### config.mk
export PLATFORM = sky130hd
export DESIGN_NAME = regbank_wr_arb_flat
export DESIGN_NICKNAME = d
export VERILOG_FILES = /design/src/rtl/regbank_wr_arb_pkg.sv /design/src/rtl/regbank_wr_arb_if.sv /design/src/rtl/regbank_wr_arb_rr_pick.sv /design/src/rtl/regbank_wr_arb.sv /design/src/flat_wrapper.sv
export SDC_FILE = /design/constraint.sdc
export NUM_CORES = 1
export LEC_CHECK = 0
export CAP_MARGIN = 20
export CORE_ASPECT_RATIO = 0.75
export CORE_MARGIN = 5
export CORE_UTILIZATION = 38
export DETAILED_ROUTE_END_ITERATION = 8
export PLACE_DENSITY = 0.76
export REMOVE_ABC_BUFFERS = 1
export SYNTH_ARGS = -nofsm -noshare
export SYNTH_HDL_FRONTEND = slang
export SYNTH_SLANG_ARGS = --single-unit
### constraint.sdc
create_clock -name clk -period 2.6 [get_ports clk]
set_input_delay 0.78 -clock clk [delete_from_list [all_inputs] [get_ports clk]]
set_output_delay 0.78 -clock clk [all_outputs]
set_load 0.03 [all_outputs]
### src/rtl/regbank_wr_arb_pkg.sv
// ----------------------------------------------------------------------------
// regbank_pkg
// Shared constants, width helpers and typedefs for the register-bank write
// arbiter (regbank_wr_arb) and its interface.
//   NREQ_DEF / NREG_DEF / DW_DEF : default requester count, register count,
//                                  data width
//   reg_aw() / reg_iw()          : derived address / requester-index widths
//   reg_addr_t / reg_data_t      : address and data types at default widths
// ----------------------------------------------------------------------------
package regbank_pkg;

    localparam int NREQ_DEF = 4;
    localparam int NREG_DEF = 8;
    localparam int DW_DEF   = 8;

    // Address width for a bank of n registers (at least 1 bit)
    function automatic int reg_aw(input int n);
        return (n > 1) ? $clog2(n) : 1;
    endfunction

    // Requester-index width for n requesters (at least 1 bit)
    function automatic int reg_iw(input int n);
        return (n > 1) ? $clog2(n) : 1;
    endfunction

    localparam int AW_DEF = reg_aw(NREG_DEF);
    localparam int IW_DEF = reg_iw(NREQ_DEF);

    typedef logic [AW_DEF-1:0] reg_addr_t;
    typedef logic [DW_DEF-1:0] reg_data_t;

endpackage

### src/rtl/regbank_wr_arb_if.sv
// ----------------------------------------------------------------------------
// regbank_wr_arb_if
// Request bus from the write requesters plus the registered write port into
// the register bank.
//   freeze, req_valid, req_addr, req_data : requester side -> arbiter
//   req_ready                             : arbiter -> requesters (one-hot)
//   reg_en, reg_d                         : arbiter -> bank (registered)
//   grant_id, grant_vld, err_addr         : arbiter status (registered)
// Modports: master = requester/bank side, slave = arbiter.
// ----------------------------------------------------------------------------
interface regbank_wr_arb_if
    import regbank_pkg::*;
#(
    parameter int NREQ = NREQ_DEF,
    parameter int NREG = NREG_DEF,
    parameter int DW   = DW_DEF
);
    localparam int AW = reg_aw(NREG);
    localparam int IW = reg_iw(NREQ);

    logic                 freeze;
    logic [NREQ-1:0]      req_valid;
    logic [NREQ*AW-1:0]   req_addr;
    logic [NREQ*DW-1:0]   req_data;
    logic [NREQ-1:0]      req_ready;
    logic [NREG-1:0]      reg_en;
    logic [DW-1:0]        reg_d;
    logic [IW-1:0]        grant_id;
    logic                 grant_vld;
    logic                 err_addr;

    modport master (
        output freeze, req_valid, req_addr, req_data,
        input  req_ready, reg_en, reg_d, grant_id, grant_vld, err_addr
    );

    modport slave (
        input  freeze, req_valid, req_addr, req_data,
        output req_ready, reg_en, reg_d, grant_id, grant_vld, err_addr
    );

endinterface

### src/rtl/regbank_wr_arb_rr_pick.sv
// ----------------------------------------------------------------------------
// rr_pick
// Combinational masked-priority picker. Requests at or above i_prio are
// searched first (lowest index wins); if none exist the unmasked vector is
// searched from index 0, which realises the circular order prio, prio+1, ...
//   i_req  : request vector
//   i_prio : index with highest priority
//   o_gnt  : one-hot grant
//   o_idx  : index of the granted request
//   o_any  : at least one request present
// ----------------------------------------------------------------------------
module rr_pick #(
    parameter int NREQ = 4,
    parameter int IW   = 2
) (
    input  logic [NREQ-1:0] i_req,
    input  logic [IW-1:0]   i_prio,
    output logic [NREQ-1:0] o_gnt,
    output logic [IW-1:0]   o_idx,
    output logic            o_any
);

    logic [NREQ-1:0] w_hi;
    logic [NREQ-1:0] w_masked;
    logic [NREQ-1:0] w_use;

    // Mask of indices at or above the priority pointer
    always_comb begin
        w_hi = '0;
        for (int j = 0; j < NREQ; j++) begin
            if (j >= int'(i_prio)) begin
                w_hi[j] = 1'b1;
            end else begin
                w_hi[j] = 1'b0;
            end
        end
    end

    assign w_masked = i_req & w_hi;
    assign w_use    = (|w_masked) ? w_masked : i_req;
    assign o_any    = |i_req;

    // Lowest set bit of the selected vector; scanning downward lets the
    // lowest index overwrite any higher one
    always_comb begin
        o_gnt = '0;
        o_idx = '0;
        for (int j = NREQ - 1; j >= 0; j--) begin
            if (w_use[j]) begin
                o_gnt    = '0;
                o_gnt[j] = 1'b1;
                o_idx    = IW'(j);
            end else begin
                o_gnt = o_gnt;
            end
        end
    end

endmodule

### src/rtl/regbank_wr_arb.sv
// ----------------------------------------------------------------------------
// regbank_wr_arb
// Write-port arbiter/sequencer for the register bank. Grants one requester per
// cycle (combinational one-hot req_ready), then presents the accepted write
// one cycle later as a registered one-hot reg_en plus reg_d. Out-of-range
// addresses are still accepted but produce no enable and set sticky err_addr.
//   clk   : clock, posedge
//   reset : synchronous, active-high
//   bus   : regbank_wr_arb_if.slave (request handshake and bank write port)
// Build option: REGBANK_ARB_FIXED_PRI_EN selects fixed priority (requester 0
// highest) and removes the round-robin pointer; default is round-robin.
// ----------------------------------------------------------------------------
module regbank_wr_arb
    import regbank_pkg::*;
#(
    parameter int NREQ = NREQ_DEF,
    parameter int NREG = NREG_DEF,
    parameter int DW   = DW_DEF
) (
    input  logic               clk,
    input  logic               reset,
    regbank_wr_arb_if.slave    bus
);

    localparam int AW = reg_aw(NREG);
    localparam int IW = reg_iw(NREQ);

    logic [NREQ-1:0] w_req_eff;
    logic [NREQ-1:0] w_gnt;
    logic [IW-1:0]   w_idx;
    logic            w_any;
    logic [IW-1:0]   w_prio;
    logic [AW-1:0]   w_addr;
    logic [DW-1:0]   w_data;
    logic [NREG-1:0] w_en_dec;
    logic            w_oob;

    logic [NREG-1:0] r_reg_en;
    logic [DW-1:0]   r_reg_d;
    logic [IW-1:0]   r_grant_id;
    logic            r_grant_vld;
    logic            r_err_addr;

    // No grant may be issued while frozen or held in reset
    assign w_req_eff = (bus.freeze || reset) ? '0 : bus.req_valid;

`ifdef REGBANK_ARB_FIXED_PRI_EN
    assign w_prio = '0;
`else
    logic [IW-1:0] r_prio;

    // Round-robin pointer: one past the last granted requester
    always_ff @(posedge clk) begin
        if (reset) begin
            r_prio <= '0;
        end else if (w_any) begin
            r_prio <= (w_idx == IW'(NREQ - 1)) ? '0 : w_idx + 1'b1;
        end
    end

    assign w_prio = r_prio;
`endif

    rr_pick #(
        .NREQ (NREQ),
        .IW   (IW)
    ) u_rr_pick (
        .i_req  (w_req_eff),
        .i_prio (w_prio),
        .o_gnt  (w_gnt),
        .o_idx  (w_idx),
        .o_any  (w_any)
    );

    assign bus.req_ready = w_gnt;

    // One-hot mux of the granted requester's address and data
    always_comb begin
        w_addr = '0;
        w_data = '0;
        for (int i = 0; i < NREQ; i++) begin
            if (w_gnt[i]) begin
                w_addr = bus.req_addr[i*AW +: AW];
                w_data = bus.req_data[i*DW +: DW];
            end else begin
                w_addr = w_addr;
                w_data = w_data;
            end
        end
    end

    // Address decode; NREG need not be a power of two, so codes >= NREG
    // decode to no enable and flag an error instead
    always_comb begin
        w_en_dec = '0;
        for (int r = 0; r < NREG; r++) begin
            if (int'(w_addr) == r) begin
                w_en_dec[r] = 1'b1;
            end else begin
                w_en_dec[r] = 1'b0;
            end
        end
        if (int'(w_addr) >= NREG) begin
            w_oob = 1'b1;
        end else begin
            w_oob = 1'b0;
        end
    end

    // Output stage: present the accepted write for exactly one cycle
    always_ff @(posedge clk) begin
        if (reset) begin
            r_reg_en    <= '0;
            r_reg_d     <= '0;
            r_grant_id  <= '0;
            r_grant_vld <= 1'b0;
            r_err_addr  <= 1'b0;
        end else if (w_any) begin
            r_reg_en    <= w_en_dec;
            r_reg_d     <= w_data;
            r_grant_id  <= w_idx;
            r_grant_vld <= 1'b1;
            r_err_addr  <= r_err_addr | w_oob;
        end else begin
            r_reg_en    <= '0;
            r_grant_vld <= 1'b0;
        end
    end

    assign bus.reg_en    = r_reg_en;
    assign bus.reg_d     = r_reg_d;
    assign bus.grant_id  = r_grant_id;
    assign bus.grant_vld = r_grant_vld;
    assign bus.err_addr  = r_err_addr;

endmodule
### src/flat_wrapper.sv
// flat-port wrapper written by rule: the top's interface ports become plain ports
module regbank_wr_arb_flat import regbank_pkg::*;
#(
    parameter int NREQ = NREQ_DEF,
    parameter int NREG = NREG_DEF,
    parameter int DW   = DW_DEF
)
  (clk, reset, bus_freeze, bus_req_valid, bus_req_addr, bus_req_data, bus_req_ready, bus_reg_en, bus_reg_d, bus_grant_id, bus_grant_vld, bus_err_addr);
  regbank_wr_arb_if #(.NREQ(NREQ), .NREG(NREG), .DW(DW)) bus_i ();
  input  logic clk;
  input  logic reset;
  input wire logic [$bits(bus_i.freeze)-1:0] bus_freeze;
  input wire logic [$bits(bus_i.req_valid)-1:0] bus_req_valid;
  input wire logic [$bits(bus_i.req_addr)-1:0] bus_req_addr;
  input wire logic [$bits(bus_i.req_data)-1:0] bus_req_data;
  output wire logic [$bits(bus_i.req_ready)-1:0] bus_req_ready;
  output wire logic [$bits(bus_i.reg_en)-1:0] bus_reg_en;
  output wire logic [$bits(bus_i.reg_d)-1:0] bus_reg_d;
  output wire logic [$bits(bus_i.grant_id)-1:0] bus_grant_id;
  output wire logic [$bits(bus_i.grant_vld)-1:0] bus_grant_vld;
  output wire logic [$bits(bus_i.err_addr)-1:0] bus_err_addr;
  assign bus_i.freeze = bus_freeze;
  assign bus_i.req_valid = bus_req_valid;
  assign bus_i.req_addr = bus_req_addr;
  assign bus_i.req_data = bus_req_data;
  assign bus_req_ready = bus_i.req_ready;
  assign bus_reg_en = bus_i.reg_en;
  assign bus_reg_d = bus_i.reg_d;
  assign bus_grant_id = bus_i.grant_id;
  assign bus_grant_vld = bus_i.grant_vld;
  assign bus_err_addr = bus_i.err_addr;
  regbank_wr_arb #(.NREQ(NREQ), .NREG(NREG), .DW(DW)) u_core (.clk(clk), .reset(reset), .bus(bus_i));
endmodule
==> results of run 1 <==
==> flip-flops by register name, indices dropped and copies added (netlist names) <==
register,cells
u_core.bus.reg_en,8
u_core.r_prio,2
u_core.bus.grant_vld,1
u_core.bus.reg_d,8
u_core.bus.grant_id,2
==> stage by stage <==
stage	TNS, ns	std cells	setup WS [ns]	power [mW]
after floorplan	-0.437	151	-0.227	0.522
final	0	306	0.0264	0.966
after global routing	-0.0636	306	-0.0279	1.01
after global placement	-4.10	296	-0.418	0.719
after detailed placement	-4.92	296	-0.472	0.723
after CTS	0	303	0.00382	0.956
==> synth_stat cells (all sizes together) <==
cell type   n
nor2b       3
inv         5
mux2        1
a21oi      12
nor3        2
a21boi      1
a31oi       2
nor4        4
nand3       9
a221o       1
nand3b      1
and3        5
o2bb2ai     2
and2        1
a21o        3
o221a       1
buf        11
a22oi       4
or2         1
a211oi      9
clkbuf      1
o21ai      10
mux2i       6
a32o        1
dfxtp      21
nor2       13
conb        1
nand2      17
o41ai       1
nand2b      1
a22o        9
o211ai      2
nand4       1
a32oi       1
==> final cells by class <==
| class | count | area share [%] |
|---|---|---|
| Clock buffer | 3 | 1.70 |
| Timing Repair Buffer | 111 | 41.4 |
| Tap cell | 40 | 2.06 |
| Multi-Input combinational cell | 125 | 36.4 |
| Sequential cell | 21 | 17.3 |
| Clock inverter | 1 | 0.309 |
| Inverter | 5 | 0.773 |
==> cell usage in the layout, fill, tap and decap left out, drive strengths merged, types with 3 or more instances in the layout <==
cell type / count
clkdlybuf4s50: 63
buf: 44
dfxtp: 21
nand2: 17
nor2: 13
a21oi: 12
o21ai: 10
nand3: 9
a22o: 9
a211oi: 9
mux2i: 6
inv: 5
and3: 5
clkbuf: 5
nor4: 4
a22oi: 4
nor2b: 3
a21o: 3
==> worst paths after layout <==
path / depth (start not counted) / to
worst max-delay path: 6 / bus_req_ready[1]
worst min-delay path: 1 / u_core.bus.grant_id[1]$_SDFFE_PP0N_
worst max register to register: 9 / u_core.bus.reg_en[6]$_SDFF_PP0_
worst min register to register: 1 / u_core.bus.grant_id[1]$_SDFFE_PP0N_
==> critical path, stage by stage <==
cell and delay (ns):
sky130_fd_sc_hd__clkdlybuf4s15_2 0.22, sky130_fd_sc_hd__nor2_4 0.12, sky130_fd_sc_hd__buf_6 0.14, sky130_fd_sc_hd__nand4_1 0.16, sky130_fd_sc_hd__a21oi_2 0.21, sky130_fd_sc_hd__buf_6 0.16
==> cell families (layout without fill, tap and decap cells) <==
logic type             after synthesis  in the layout  synth area share, %
AOI/OAI and AO/OA                   59             59                 32.7
and+or+nand+nor                     58             58                 23.1
other                                1              1                0.277
buffers and inverters               17            120                 7.49
DFF                                 21             21                 31.1
muxes                                7              7                 5.27
==> power breakdown <==
part	total [mW]	switching, mW	internal (mW)
Sequential	0.358	0.0161	0.342
Combinational	0.382	0.180	0.202
Clock	0.225	0.117	0.108
Total	0.966	0.313	0.653
==> routing by layer <==
metal  up-vias  routed length [um]
li1        810                   -
met1       740                2240
met5         -                   0
met4         0                  24
met3         4                 500
met2        88                2290
==> timing repair <==
| item | CTS | global route |
|---|---|---|
| setup endpoints to repair | 6 | 4 |
| pin swaps | 7 | 3 |
| setup buffers | 3 | 3 |
| resized for setup | 27 | 9 |
==> run summary, run 1 <==
The flow ran to the end, and the final reports show no timing, DRC or antenna violations. Initial antenna violation count: 0. Setup violations remaining at the end of the flow were counted as 0.

STA classifies the critical path endpoint as a primary output. The mean instance size in the synthesized netlist is 8.30 um2, and the total clock sinks is 21. In this run, the number of DRC markers left after iteration 0 of detailed routing was 59. The synthesized design contains 21 register bits.

The startpoint identified for the worst hold timing path is u_core.bus.grant_id[1]$_SDFFE_PP0N_. STA puts the critical path data required time at 1.82 ns. Cells fill 72.3% of the core in the end. The die footprint is 4860 um2, and the leftover overflow at the end of global routing is 0. The critical path is of the in2out type. Global routing used 27.0% of the available met1 tracks. In this run the deepest clock path goes through 2 buffers. The largest fanout on the critical path is 8. In the final routed layout, each cell accounts on average for 16.5 um. Cell type with the largest total area after synthesis: sky130_fd_sc_hd__dfxtp_1.

Input and output buffers added on the ports amount to 73. Entering global routing, the biggest net connects 14 pins. The number of iterations in the first detailed-routing pass is 4.

The worst setup path is launched from an input pin. In the final layout, the share of cells above drive strength 1 is 27.1%. The via count of the first global-routing pass is 1,629.

The height of the chip is 61.7 um, and the clock transition at the registers of the reported paths is 0.08 ns. In this run the critical register-to-register path is launched from u_core.r_prio[0]$_SDFFE_PP0N_. Summed over all cells, the static leakage comes to 1.05 nW.

The core region is 3360 um2. The final antenna-violating net count was 0. In the final layout, flip-flops and latches occupy 420 um2.

The total routed wirelength was 5.06 mm; the total of fill cells in the finished design was 263. Timing would allow up to 389 MHz. The congestion estimate from routability-driven global placement came to 0.846. In the final design database the tool counted 318 nets.

After floorplanning, the core was divided into 18 placement rows. Yosys mapped the design onto 45 distinct sky130hd cell types. The number of vias per cell works out to 5.37. Yosys attributes the largest share of cell area to sky130_fd_sc_hd__dfxtp_1, sky130_fd_sc_hd__a22o_1, sky130_fd_sc_hd__nand2_1. Summing all multi-input logic gate instances after layout gives 885 um2.

The final hold violation count was 0; the number of pins with negative max-slew slack in the final report was 0. After technology mapping, the gate count stands at 163. Global routing used 6.29% of the available met3 tracks.

The power density over cell area was 398 nW/um2. The tools report the clock tree root buffer cell as sky130_fd_sc_hd__clkbuf_8. The tool flagged a number of max-cap violations equal to 0. The final standard cell area without fillers was 2430 um2; the standard cell area after detailed placement was 2290 um2. Data arrives at the worst endpoint at 1.79 ns. Fraction of post-synthesis cell area in the top cell type by area: 31.1%. Relative to the synthesized area, the layout overhead comes to 79.5%. The worst path in the final design needs a cycle of 2.57 ns, including I/O delays and setup. Across the VDD grid, the largest voltage drop is 0.346 mV. The number of remaining DRC errors was 0. The worst register-to-register path has a setup slack of 0.47 ns. Total clock buffers created by CTS: 3. The sum of net half-perimeters after detailed placement was 3.77 mm.

Setup repair after global routing could not meet its margin everywhere. Yosys printed 0 warnings. The antenna diode count was 0.

Type of the worst min-delay path: reg2reg. For the total of hold buffers inserted after clock tree synthesis, the log shows 0. Final cycle utilization of the critical path: 99.0%.

The critical path startpoint was bus_freeze. TritonCTS built the clock tree. After global routing, the most crowded layer is met2. Summing every instance area after synthesis gives 1350 um2. At the later pin of the worst-skew pair, clock insertion delay measures 0.27 ns. The H-tree depth was 1; the worst-case clock skew was 0.00493 ns.

The sequential area share after synthesis was 31.1%. The first global-routing pass estimated 7.89 mm of wire. 75 I/O pins were placed. Global routing used 35.6% of the available met2 tracks. The die is 78.9 um wide.

Across all hold checks on the routed design, the worst slack comes to 0.464 ns. The tools report the vias after detailed routing as 1,642. Once the floorplan was initialized, standard cells occupied 40.3% of the core. In the global route stage, overall resource usage came out at 21.0%.
No activity file was read; power rests on OpenSTA's default activity.
==> inputs of run 2 (changes only) <==
SLEW_MARGIN = 20   (was not set)
==> results of run 2 <==
Final layout, timing and power as in run 1 (identical DEF).
==> inputs of run 3 (changes only) <==
PLACE_DENSITY = 0.9   (was 0.76)
SLEW_MARGIN = 0   (was 20)
==> run 3 against run 2 <==
Effect of this change:
- die area unchanged
- fmax down 1.9%
- largest cell class unchanged
- total power up 2.3%
- final cell count up 2.0%
- the flow now finishes with violations (negative setup slack)
- clock skew up 0.0028 ns
- sequential share of layout area down 0.48 points
- sequential power about the same
- final area up 2.8%
- register-to-register slack worse by 0.27 ns
- highest routed layer unchanged
- worst setup slack worse by 0.051 ns
- clock power up 2%
- critical path depth unchanged
==> run summary, run 3 (synthesis results as in run 1) <==
Before CTS, the worst setup slack after placement is -0.441 ns. For the final number of setup-violating endpoints, the log shows 1. The type of the worst min-delay path was reg2reg.

The worst-case clock skew was 0.00769 ns; the area inside the core boundary was 3360 um2. Total of fill cells in the finished design: 243. The initial antenna violation count came out at 0. Routability-driven placement finished with a final weighted congestion of 0.936. The number of antenna diodes in the final layout is 0.

Leading cell type in the layout, fill and taps excluded: sky130_fd_sc_hd__clkdlybuf4s50_1. The run gives 8.77 mm as the global-route wire length before repair. The routed design has 5.71 mm of wire.

The final antenna-violating net count is 0. Data on the critical path arrives at its endpoint at 1.84 ns. The sequential cells in the finished layout cover a total of 420 um2. In this run the worst setup path begins at bus_req_valid[1]. In this run the critical register-to-register path is launched from u_core.r_prio[1]$_SDFFE_PP0N_. Final cycle utilization of the critical path: 101%.

Once the floorplan was initialized, standard cells occupied 40.3% of the core. For this run, the share of the core covered by cells in the final layout is 74.4%. The tools report the via count of the first global-routing pass as 1,767.

In the final layout, the multi-input gates occupy 905 um2. The logs give 18 for the row count and 0.27 ns for the clock latency reported for the late side of the worst-skew pair. The number of iterations in the first detailed-routing pass was 4; the largest fanout on the critical path was 3. The tools report the data required time of the critical path as 1.82 ns. In this run, post-CTS hold repair placed 0 buffers.

The root buffer cell chosen for the clock tree is sky130_fd_sc_hd__clkbuf_8. The clock passes through at most 2 buffers. In the routed design, unresolved DRC markers number 0.

The critical path launch point type is an input pin. The tools report the hold path startpoint as u_core.bus.grant_id[0]$_SDFFE_PP0N_. After global routing the overflow that remains totals 0.

Final sum of negative setup slack: -0.0246 ns. For the max-cap violation count, the log shows 0. The run gives -0.0246 ns as the final worst-path setup slack. Final hold violation count: 0. After detailed routing, the average wire length per cell comes to 18.3 um. The sum of net half-perimeters after detailed placement is 3.97 mm. The library cells used most frequently in the layout, excluding fill and tap cells, are sky130_fd_sc_hd__clkdlybuf4s50_1, sky130_fd_sc_hd__buf_4, sky130_fd_sc_hd__dfxtp_1.

The largest net degree at the start of global routing was 14; the clock transition at the registers of the reported paths was 0.09 ns. The power density over cell area came out at 396 nW/um2. The critical path is of the in2out type. Number of top-level design ports: 75.

The detailed router finished its first iteration with 109 violations. The post-route netlist has 30.9% of its cells at a drive strength greater than 1. Buffers placed on the I/O ports in this run total 73.

After the last flow step, the layout net total stands at 324. Die footprint: 4860 um2. TritonCTS built the clock tree. The area growth from synthesis to layout came out at 84.6%.

The maximum achievable frequency is 381 MHz. The worst-case IR drop observed on VDD is 0.289 mV. The worst setup path is captured at a primary output. For the final standard cell area without fillers, the log shows 2500 um2.

The worst register-to-register path has a depth of 12. The global-route usage over all layers is 24.2%. The checks that failed: negative setup slack.

Counting the buffers created by CTS gives 3. Counting I/O delays and the setup requirement, the final critical path takes 2.62 ns. The vias after detailed routing came out at 1,764. The run gives 0 as the number of pins with negative max-slew slack in the final report. The total clock sinks was 21. The standard cell area after detailed placement was 2300 um2. The run finished, with violations left. The H-tree depth is 1. The floorplan step set the die width to 78.9 um. The worst hold path cell count is 1. The analysis attributes to cell leakage a power of 1.09 nW. The number of vias per cell was 5.65.

The height of the chip is 61.7 um.
-- run 3: final timing paths --
kind	to	slack [ns]
min	u_core.bus.grant_id[0]$_SDFFE_PP0N_	0.47
max reg2reg	u_core.bus.reg_d[7]$_SDFFE_PP0N_	0.20
min reg2reg	u_core.bus.grant_id[0]$_SDFFE_PP0N_	0.47
max	bus_req_ready[3]	-0.02
-- run 3: metrics by stage --
step / power, mW / hold slack, ns / std cells
2_1_floorplan: 0.522 / 0.513 / 151
3_3_place_gp: 0.719 / 0.439 / 298
3_5_place_dp: 0.726 / 0.442 / 298
4_1_cts: 0.967 / 0.474 / 310
5_1_grt: 1.03 / 0.491 / 312
6_report: 0.987 / 0.475 / 312
-- run 3: repair_timing --
| item | 4_1_cts | 5_1_grt |
|---|---|---|
| cloned | 0 | 0 |
| endpoints found under the setup margin | 13 | 6 |
| buffers inserted | 8 | 2 |
| gates resized for setup | 33 | 13 |
| pin swaps | 6 | 6 |
-- run 3: area by class of cell --
cell class / count / area share [%]
multi-input cells: 125 / 36.2
repair buffers: 117 / 42.2
clock buffers: 3 / 1.65
flip-flops and latches: 21 / 16.8
inverters: 5 / 0.752
clock inverters: 1 / 0.301
well taps: 40 / 2.01
-- run 3: power breakdown --
part | switching [mW] | internal [mW]
combinational | 0.188 | 0.211
sequential | 0.0173 | 0.342
clock | 0.120 | 0.109
-- run 3: layer usage --
layer / up-vias / routed length, um / GRT usage, % / share of wire (%)
met2: 97 / 2550 / 39.8 / 45
met3: 14 / 632 / 9.65 / 11
met1: 826 / 2380 / 28.5 / 42
li1: 827 / - / - / -
met5: - / 0 / 0 / 0
met4: 0 / 143 / 10.8 / 2.5
-- run 3: critical path, cell delays in order --
cell	delay (ns)
sky130_fd_sc_hd__buf_2	0.12
sky130_fd_sc_hd__buf_4	0.13
sky130_fd_sc_hd__a211oi_2	0.26
sky130_fd_sc_hd__or2_4	0.21
sky130_fd_sc_hd__nor2b_4	0.19
sky130_fd_sc_hd__buf_6	0.15
